==> src/rtl/lens_remap_bilinear_sampler_pkg.sv <==
// Shared RGB565 field layout, pipeline latency and saturation helpers for the
// lens-remap bilinear sampler.
package lens_remap_bilinear_sampler_pkg;

    localparam int RGB_B_LSB = 0;
    localparam int RGB_B_W   = 5;
    localparam int RGB_G_LSB = 5;
    localparam int RGB_G_W   = 6;
    localparam int RGB_R_LSB = 11;
    localparam int RGB_R_W   = 5;

    typedef enum logic [1:0] {
        CH_B = 2'd0,
        CH_G = 2'd1,
        CH_R = 2'd2
    } rgb_ch_e;

    // Per-pixel flags that ride alongside the memory read
    typedef struct packed {
        logic issued;
        logic edge_x;
        logic oob;
    } side_flags_t;

    function automatic int rgb_lsb(input int ch);
        case (rgb_ch_e'(ch))
            CH_B:    return RGB_B_LSB;
            CH_G:    return RGB_G_LSB;
            default: return RGB_R_LSB;
        endcase
    endfunction

    function automatic int rgb_width(input int ch);
        case (rgb_ch_e'(ch))
            CH_B:    return RGB_B_W;
            CH_G:    return RGB_G_W;
            default: return RGB_R_W;
        endcase
    endfunction

    function automatic int default_latency(input int mem_lat);
        return mem_lat + 3;
    endfunction

    function automatic logic [31:0] clamp_ch(input logic [31:0] v, input int ch_w);
        logic [31:0] max_v;
        max_v = (32'd1 << ch_w) - 32'd1;
        return (v > max_v) ? max_v : v;
    endfunction

endpackage

==> src/rtl/lens_remap_bilinear_sampler_if.sv <==
// Coordinate/video input, frame-buffer read ports and corrected pixel output.
interface lens_remap_bilinear_sampler_if #(
    parameter int ADDR_W = 20
);
    logic [15:0]       in_src_x;
    logic [15:0]       in_src_y;
    logic              in_valid;
    logic              in_de;
    logic              in_hs;
    logic              in_vs;
    logic              rd_en;
    logic [ADDR_W-1:0] rd_addr0;
    logic [ADDR_W-1:0] rd_addr1;
    logic [31:0]       rd_data0;
    logic [31:0]       rd_data1;
    logic [15:0]       out_rgb;
    logic              out_de;
    logic              out_hs;
    logic              out_vs;

    modport slave (
        input  in_src_x, in_src_y, in_valid, in_de, in_hs, in_vs, rd_data0, rd_data1,
        output rd_en, rd_addr0, rd_addr1, out_rgb, out_de, out_hs, out_vs
    );

    modport master (
        output in_src_x, in_src_y, in_valid, in_de, in_hs, in_vs, rd_data0, rd_data1,
        input  rd_en, rd_addr0, rd_addr1, out_rgb, out_de, out_hs, out_vs
    );
endinterface

==> src/rtl/lens_remap_bilinear_sampler_bilinear_channel_blend.sv <==
// One colour channel: registered weighted products, then round-half-up sum and clamp.
module bilinear_channel_blend
    import lens_remap_bilinear_sampler_pkg::*;
#(
    parameter int CH_W      = 5,
    parameter int FRAC_BITS = 4
) (
    input  logic                   clk,
    input  logic                   rst_n,
    input  logic [CH_W-1:0]        p00,
    input  logic [CH_W-1:0]        p01,
    input  logic [CH_W-1:0]        p10,
    input  logic [CH_W-1:0]        p11,
    input  logic [2*FRAC_BITS:0]   w00,
    input  logic [2*FRAC_BITS:0]   w01,
    input  logic [2*FRAC_BITS:0]   w10,
    input  logic [2*FRAC_BITS:0]   w11,
    output logic [CH_W-1:0]        ch
);
    localparam int PROD_W = CH_W + 2*FRAC_BITS + 2;
    localparam int SUM_W  = PROD_W + 2;
    localparam logic [SUM_W-1:0] HALF = SUM_W'(1) << (2*FRAC_BITS - 1);

    logic [CH_W-1:0]      p [4];
    logic [2*FRAC_BITS:0] w [4];
    logic [PROD_W-1:0]    prod_reg [4];
    logic [SUM_W-1:0]     sum_next;

    assign p[0] = p00;
    assign p[1] = p01;
    assign p[2] = p10;
    assign p[3] = p11;
    assign w[0] = w00;
    assign w[1] = w01;
    assign w[2] = w10;
    assign w[3] = w11;

    for (genvar gi = 0; gi < 4; gi++) begin : g_prod
        always_ff @(posedge clk or negedge rst_n) begin
            if (!rst_n) prod_reg[gi] <= '0;
            else        prod_reg[gi] <= PROD_W'(p[gi]) * PROD_W'(w[gi]);
        end
    end

    assign sum_next = SUM_W'(prod_reg[0]) + SUM_W'(prod_reg[1])
                    + SUM_W'(prod_reg[2]) + SUM_W'(prod_reg[3]) + HALF;
    assign ch = CH_W'(clamp_ch(32'(sum_next >> (2*FRAC_BITS)), CH_W));

endmodule

==> src/rtl/lens_remap_bilinear_sampler.sv <==
// Fetches the 2x2 RGB565 neighbourhood of a fixed-point source coordinate and
// emits the bilinear blend with DE/HS/VS delayed by the same pipeline latency.
module lens_remap_bilinear_sampler
    import lens_remap_bilinear_sampler_pkg::*;
#(
    parameter int H_RES     = 1280,
    parameter int V_RES     = 720,
    parameter int FRAC_BITS = 4,
    parameter int ADDR_W    = 20,
    parameter int MEM_LAT   = 2
) (
    input  logic                       clk,
    input  logic                       rst_n,
    lens_remap_bilinear_sampler_if.slave bus
);
    localparam int LAT   = default_latency(MEM_LAT);
    localparam int INT_W = 16 - FRAC_BITS;
    localparam int W_W   = 2*FRAC_BITS + 1;
    localparam logic [FRAC_BITS:0] N_ONE = (FRAC_BITS+1)'(1 << FRAC_BITS);

    logic [INT_W-1:0]     x0, y0;
    logic [FRAC_BITS-1:0] fx_a, fy_a;
    logic [31:0]          y1_a;
    logic                 oob_a, edge_a, issue_a;

    assign x0      = bus.in_src_x[15:FRAC_BITS];
    assign y0      = bus.in_src_y[15:FRAC_BITS];
    assign fx_a    = bus.in_src_x[FRAC_BITS-1:0];
    assign fy_a    = bus.in_src_y[FRAC_BITS-1:0];
    assign oob_a   = (32'(x0) >= 32'(H_RES)) || (32'(y0) >= 32'(V_RES));
    assign edge_a  = (32'(x0) == 32'(H_RES - 1));
    assign y1_a    = (32'(y0) >= 32'(V_RES - 1)) ? 32'(V_RES - 1) : 32'(y0) + 32'd1;
    assign issue_a = bus.in_valid & bus.in_de & ~oob_a;

    logic              rd_en_reg;
    logic [ADDR_W-1:0] rd_addr0_reg, rd_addr1_reg;
    logic [FRAC_BITS-1:0] fx_pipe [0:MEM_LAT];
    logic [FRAC_BITS-1:0] fy_pipe [0:MEM_LAT];
    side_flags_t          flag_pipe [0:MEM_LAT];

    // Addresses hold while idle so the memory bus does not toggle in blanking
    always_ff @(posedge clk or negedge rst_n) begin
        if (!rst_n) begin
            rd_en_reg    <= 1'b0;
            rd_addr0_reg <= '0;
            rd_addr1_reg <= '0;
            fx_pipe[0]   <= '0;
            fy_pipe[0]   <= '0;
            flag_pipe[0] <= '0;
        end else begin
            rd_en_reg    <= issue_a;
            if (issue_a) begin
                rd_addr0_reg <= ADDR_W'(32'(y0) * 32'(H_RES) + 32'(x0));
                rd_addr1_reg <= ADDR_W'(y1_a * 32'(H_RES) + 32'(x0));
            end
            fx_pipe[0]   <= fx_a;
            fy_pipe[0]   <= fy_a;
            flag_pipe[0] <= '{issued: issue_a, edge_x: edge_a, oob: oob_a};
        end
    end

    for (genvar gi = 1; gi <= MEM_LAT; gi++) begin : g_side
        always_ff @(posedge clk or negedge rst_n) begin
            if (!rst_n) begin
                fx_pipe[gi]   <= '0;
                fy_pipe[gi]   <= '0;
                flag_pipe[gi] <= '0;
            end else begin
                fx_pipe[gi]   <= fx_pipe[gi-1];
                fy_pipe[gi]   <= fy_pipe[gi-1];
                flag_pipe[gi] <= flag_pipe[gi-1];
            end
        end
    end

    assign bus.rd_en    = rd_en_reg;
    assign bus.rd_addr0 = rd_addr0_reg;
    assign bus.rd_addr1 = rd_addr1_reg;

    // Data return: at the right column edge addr+1 wraps to the next row, so reuse x0
    side_flags_t        flags_b;
    logic [15:0]        p00, p01, p10, p11;
    logic [FRAC_BITS:0] nfx, nfy, fx_b, fy_b;
    logic [W_W-1:0]     w00, w01, w10, w11;

    assign flags_b = flag_pipe[MEM_LAT];
    assign p00  = flags_b.issued ? bus.rd_data0[15:0] : 16'h0000;
    assign p10  = flags_b.issued ? bus.rd_data1[15:0] : 16'h0000;
    assign p01  = !flags_b.issued ? 16'h0000 : (flags_b.edge_x ? bus.rd_data0[15:0] : bus.rd_data0[31:16]);
    assign p11  = !flags_b.issued ? 16'h0000 : (flags_b.edge_x ? bus.rd_data1[15:0] : bus.rd_data1[31:16]);
    assign fx_b = {1'b0, fx_pipe[MEM_LAT]};
    assign fy_b = {1'b0, fy_pipe[MEM_LAT]};
    assign nfx  = N_ONE - fx_b;
    assign nfy  = N_ONE - fy_b;
    assign w00  = W_W'(nfx) * W_W'(nfy);
    assign w01  = W_W'(fx_b) * W_W'(nfy);
    assign w10  = W_W'(nfx) * W_W'(fy_b);
    assign w11  = W_W'(fx_b) * W_W'(fy_b);

    logic [15:0] blend_rgb;
    logic        mask_c_reg;
    logic [15:0] out_rgb_reg;

    for (genvar gi = 0; gi < 3; gi++) begin : g_ch
        localparam int CW  = rgb_width(gi);
        localparam int LSB = rgb_lsb(gi);
        bilinear_channel_blend #(.CH_W(CW), .FRAC_BITS(FRAC_BITS)) u_blend (
            .clk   (clk),
            .rst_n (rst_n),
            .p00   (p00[LSB +: CW]),
            .p01   (p01[LSB +: CW]),
            .p10   (p10[LSB +: CW]),
            .p11   (p11[LSB +: CW]),
            .w00   (w00),
            .w01   (w01),
            .w10   (w10),
            .w11   (w11),
            .ch    (blend_rgb[LSB +: CW])
        );
    end

    always_ff @(posedge clk or negedge rst_n) begin
        if (!rst_n) begin
            mask_c_reg  <= 1'b0;
            out_rgb_reg <= 16'h0000;
        end else begin
            mask_c_reg  <= flags_b.issued & ~flags_b.oob;
            out_rgb_reg <= mask_c_reg ? blend_rgb : 16'h0000;
        end
    end

    logic [2:0] sync_pipe [0:LAT-1];

    for (genvar gi = 0; gi < LAT; gi++) begin : g_sync
        always_ff @(posedge clk or negedge rst_n) begin
            if (!rst_n)       sync_pipe[gi] <= 3'b000;
            else if (gi == 0) sync_pipe[gi] <= {bus.in_de, bus.in_hs, bus.in_vs};
            else              sync_pipe[gi] <= sync_pipe[(gi == 0) ? 0 : gi-1];
        end
    end

    assign bus.out_rgb = out_rgb_reg;
    assign bus.out_de  = sync_pipe[LAT-1][2];
    assign bus.out_hs  = sync_pipe[LAT-1][1];
    assign bus.out_vs  = sync_pipe[LAT-1][0];

endmodule
==> src/flat_wrapper.sv <==
// flat-port wrapper written by rule: the top's interface ports become plain ports
module lens_remap_bilinear_sampler_flat import lens_remap_bilinear_sampler_pkg::*;
#(
    parameter int H_RES     = 1280,
    parameter int V_RES     = 720,
    parameter int FRAC_BITS = 4,
    parameter int ADDR_W    = 20,
    parameter int MEM_LAT   = 2
)
  (clk, rst_n, bus_in_src_x, bus_in_src_y, bus_in_valid, bus_in_de, bus_in_hs, bus_in_vs, bus_rd_data0, bus_rd_data1, bus_rd_en, bus_rd_addr0, bus_rd_addr1, bus_out_rgb, bus_out_de, bus_out_hs, bus_out_vs);
  lens_remap_bilinear_sampler_if #(.ADDR_W(ADDR_W)) bus_i ();
  input  logic clk;
  input  logic rst_n;
  input wire logic [$bits(bus_i.in_src_x)-1:0] bus_in_src_x;
  input wire logic [$bits(bus_i.in_src_y)-1:0] bus_in_src_y;
  input wire logic [$bits(bus_i.in_valid)-1:0] bus_in_valid;
  input wire logic [$bits(bus_i.in_de)-1:0] bus_in_de;
  input wire logic [$bits(bus_i.in_hs)-1:0] bus_in_hs;
  input wire logic [$bits(bus_i.in_vs)-1:0] bus_in_vs;
  input wire logic [$bits(bus_i.rd_data0)-1:0] bus_rd_data0;
  input wire logic [$bits(bus_i.rd_data1)-1:0] bus_rd_data1;
  output wire logic [$bits(bus_i.rd_en)-1:0] bus_rd_en;
  output wire logic [$bits(bus_i.rd_addr0)-1:0] bus_rd_addr0;
  output wire logic [$bits(bus_i.rd_addr1)-1:0] bus_rd_addr1;
  output wire logic [$bits(bus_i.out_rgb)-1:0] bus_out_rgb;
  output wire logic [$bits(bus_i.out_de)-1:0] bus_out_de;
  output wire logic [$bits(bus_i.out_hs)-1:0] bus_out_hs;
  output wire logic [$bits(bus_i.out_vs)-1:0] bus_out_vs;
  assign bus_i.in_src_x = bus_in_src_x;
  assign bus_i.in_src_y = bus_in_src_y;
  assign bus_i.in_valid = bus_in_valid;
  assign bus_i.in_de = bus_in_de;
  assign bus_i.in_hs = bus_in_hs;
  assign bus_i.in_vs = bus_in_vs;
  assign bus_i.rd_data0 = bus_rd_data0;
  assign bus_i.rd_data1 = bus_rd_data1;
  assign bus_rd_en = bus_i.rd_en;
  assign bus_rd_addr0 = bus_i.rd_addr0;
  assign bus_rd_addr1 = bus_i.rd_addr1;
  assign bus_out_rgb = bus_i.out_rgb;
  assign bus_out_de = bus_i.out_de;
  assign bus_out_hs = bus_i.out_hs;
  assign bus_out_vs = bus_i.out_vs;
  lens_remap_bilinear_sampler #(.H_RES(H_RES), .V_RES(V_RES), .FRAC_BITS(FRAC_BITS), .ADDR_W(ADDR_W), .MEM_LAT(MEM_LAT)) u_core (.clk(clk), .rst_n(rst_n), .bus(bus_i));
endmodule
==> config.mk <==
export PLATFORM = sky130hd
export DESIGN_NAME = lens_remap_bilinear_sampler_flat
export DESIGN_NICKNAME = d
export VERILOG_FILES = /design/src/rtl/lens_remap_bilinear_sampler_pkg.sv /design/src/rtl/lens_remap_bilinear_sampler_if.sv /design/src/rtl/lens_remap_bilinear_sampler_bilinear_channel_blend.sv /design/src/rtl/lens_remap_bilinear_sampler.sv /design/src/flat_wrapper.sv
export SDC_FILE = /design/constraint.sdc
export NUM_CORES = 2
export LEC_CHECK = 0
export ABC_AREA = 1
export CORE_MARGIN = 2
export CORE_UTILIZATION = 30
export CTS_CLUSTER_DIAMETER = 80
export DETAILED_ROUTE_END_ITERATION = 10
export PLACE_DENSITY = 0.56
export SLEW_MARGIN = 20
export SYNTH_ARGS = -nofsm -noshare
export SYNTH_HDL_FRONTEND = slang
export SYNTH_HIERARCHICAL = 1
export SYNTH_SLANG_ARGS = --single-unit
export TNS_END_PERCENT = 5
==> constraint.sdc <==
create_clock -name clk -period 8.2 [get_ports clk]
set_clock_uncertainty 0.1 [all_clocks]
set_input_delay 0.82 -clock clk [delete_from_list [all_inputs] [get_ports clk]]
set_output_delay 0.82 -clock clk [all_outputs]
set_load 0.005 [all_outputs]
==> run summary <==
CTS resizes - 0
HP Class - primary input to asynchronous set/reset pin
clock latency on the worst-skew pair - 0.57 ns
Yosys top cell area share - 22.7%
YS warnings - 6
Worst Path Required - 8.55 ns
fill count - 12,100
final antenna-violating net count - 0
startpoint types - flip-flop
Final WS setup - 0.622 ns
worst-path maximum fanout - 11
total clock sinks - 269
Distinct cells, synth - 44
FF+latch count, synth - 269
Slew HR - 27.5%
R2R Setup Slk - 0.62 ns
multi-input logic area - 23,700 um^2
kind of critical path - flip-flop to flip-flop
CP endpoint kind - flip-flop
worst reg-to-reg path cell count - 26
Nets - 5,560
root buf cell - clkbuf_16
number of cells produced by synthesis - 4,472
# port buffers - 161
post-synth top area cell - fa_1
P_leak - 24.4 nW
global route overflow - 0
ys async rst share - 100%
vias in the first global route - 28,100
Post-Syn Area - 34,800 um^2
Die Span Y - 345 um
Avg Inst Size Synth - 7.78 um^2
Final Max Tran Viols - 0
pwr dens - 112 nW/um^2
VDD IR max - 132 uV
fin area - 39,700 um^2
vias per cell - 4.43
CTS Hold Buffers Added - 0
residual DRC count - 0
Area Growth Syn to Fin - 14.1%
worst reg2reg endpoint - u_core/g_ch[0].u_blend/prod_reg[55]
routed wire length - 88,200 um
number of cell rows - 124
number of setup violations in the final report - 0
first-pass GRT wire length - 146,000 um
Die Area - 119,000 um^2
Ant. Diodes - 0
hpwl dp - 73,000 um
FF+latch area - 6730 um^2
setup_tns - 0 ns
Worst R2R Start - u_core/fx_b[0]
antenna violations before repair - 13
core area - 115,000 um^2
Initial Util - 30.3%
setup bufs post-CTS - 0
vias - 27,300
max reg flops - 172
most common cell in the netlist - nand2_1
Setup crit start - u_core/fx_b[0]
largest net degree at the start of global routing - 98
crit path time final - 7.58 ns
Placed Area - 38,200 um^2
Max Clk Rate - 132 MHz
initial DRC count - 1,345
Arrival @ worst endpoint - 7.93 ns
Fin. Hold Viols - 0
GR Util All Layers - 15.4%
clock-pin slew on the worst setup and hold paths - 0.06 ns
Wirelength per Cell - 14.3 um
CTS tree - built
Max-Cap Viols - 0
Post-synth EDFFs - 0
maximum root-to-sink buffer count - 3
Ports - 162
share of layout cells above drive strength 1 - 4.19%
DRT Pass-1 Iters - 5
Worst-Margin Slew - 1.09 ns
final RePlAce weighted congestion - 0.871
CTS Buf Count - 39
sequential-to-total area share from yosys stat - 19.3%
Synth area leaders - fa_1 23%, dfrtp_1 19%, ha_1 16%
Placement Setup Slack - 0.744 ns
RSZ-0062 raised after global routing - false
H-tree depth - 2
Top FF cell, synth - dfrtp_1
Commonest cells post-synth - 1,219 x nand2_1, 1,063 x inv_1, 442 x ha_1
status - finished, final reports clean
die width - 345 um
Tcrit/Tclk final - 92.4%
[per-stage QoR]
step	util [%]	std cells	power (mW)	hold slack, ns
floorplan	-	4488	2.03	0.231
global placement	33.3	6091	2.57	0.233
detailed placement	33.3	6091	2.58	0.235
CTS	34.6	6161	4.50	0.213
global route	34.6	6162	4.69	0.231
finish	34.6	6162	4.44	0.184
[worst max-delay path, cell delays in order (launching register included)]
cell and delay, ns:
dfrtp_1 0.48, inv_1 0.12, ha_1 0.25, xnor2_1 0.48
nand2_1 0.17, fa_1 0.59, fa_1 0.43, fa_1 0.51
inv_1 0.04, ha_1 0.34, nand3_1 0.09, and2_1 0.20
xnor2_2 0.66, buf_4 0.27, nand2_1 0.07, fa_1 0.49
inv_1 0.05, fa_1 0.50, fa_1 0.49, ha_1 0.37
a21oi_1 0.19, o21ai_0 0.13, a21o_1 0.19, nand3_1 0.09
nand2_1 0.05, nand2_1 0.05, nand2_1 0.05
[kinds of logic after synthesis]
kind of cell | after synthesis | share of synthesized area [%]
compound gates | 280 | 4.54
xor+xnor | 157 | 4.00
fa+ha+maj | 837 | 38.6
buf+inv | 1177 | 12.8
flops | 269 | 19.3
other cells | 1 | 0.0108
simple gates | 1751 | 20.6
[worst max path at each step]
stage                                     endpoint  slack (ns)  cells past startpoint
6_report       u_core/g_ch[0].u_blend/prod_reg[55]        0.62                     26
5_1_grt        u_core/g_ch[1].u_blend/prod_reg[61]        0.19                     24
4_1_cts        u_core/g_ch[0].u_blend/prod_reg[55]        0.71                     26
3_5_place_dp   u_core/g_ch[0].u_blend/prod_reg[55]        0.74                     26
3_3_place_gp   u_core/g_ch[0].u_blend/prod_reg[55]        0.87                     26
2_1_floorplan  u_core/g_ch[1].u_blend/prod_reg[60]        1.03                     30
[cell type report]
cell class	count	share of cell area [%]
Clock buffer	45	2.67
Clock inverter	25	0.987
Inverter	1074	10.2
Multi-Input combinational cell	3042	59.6
Sequential cell	269	17.0
Tap cell	1512	4.77
Timing Repair Buffer	195	4.83
[where the power goes]
part	switching, mW	leakage (nW)	internal (mW)
Combinational	0.733	20.1	0.396
Clock	0.681	0.705	1.20
Sequential	0.0396	3.61	1.39
[layer usage]
layer | wire length [um] | share of wire (%) | track usage (%) | vias up
met5 | 184 | 0.21 | 0 | -
met2 | 39500 | 45 | 24.8 | 497
met4 | 2150 | 2.4 | 3.80 | 24
met3 | 5370 | 6.1 | 3.43 | 104
met1 | 41100 | 47 | 20.9 | 13000
li1 | - | - | - | 13700
[cells in the final DEF, fill, tap and decap left out, types with 11 or more instances in the layout]
cell             count
xor2_1             114
nor3_1              25
nand2_2             17
o21ai_2             11
inv_2               13
o21ai_0             77
nand4_1             37
xnor2_1             40
clkdlybuf4s50_1    160
inv_1             1061
conb_1              17
nand2_1           1219
nor2_1             226
buf_4               31
dfrtp_1            267
nand3_1            177
clkbuf_16           40
a21oi_1            136
fa_1               395
ha_1               442
Power figures use the tool's default switching activity.
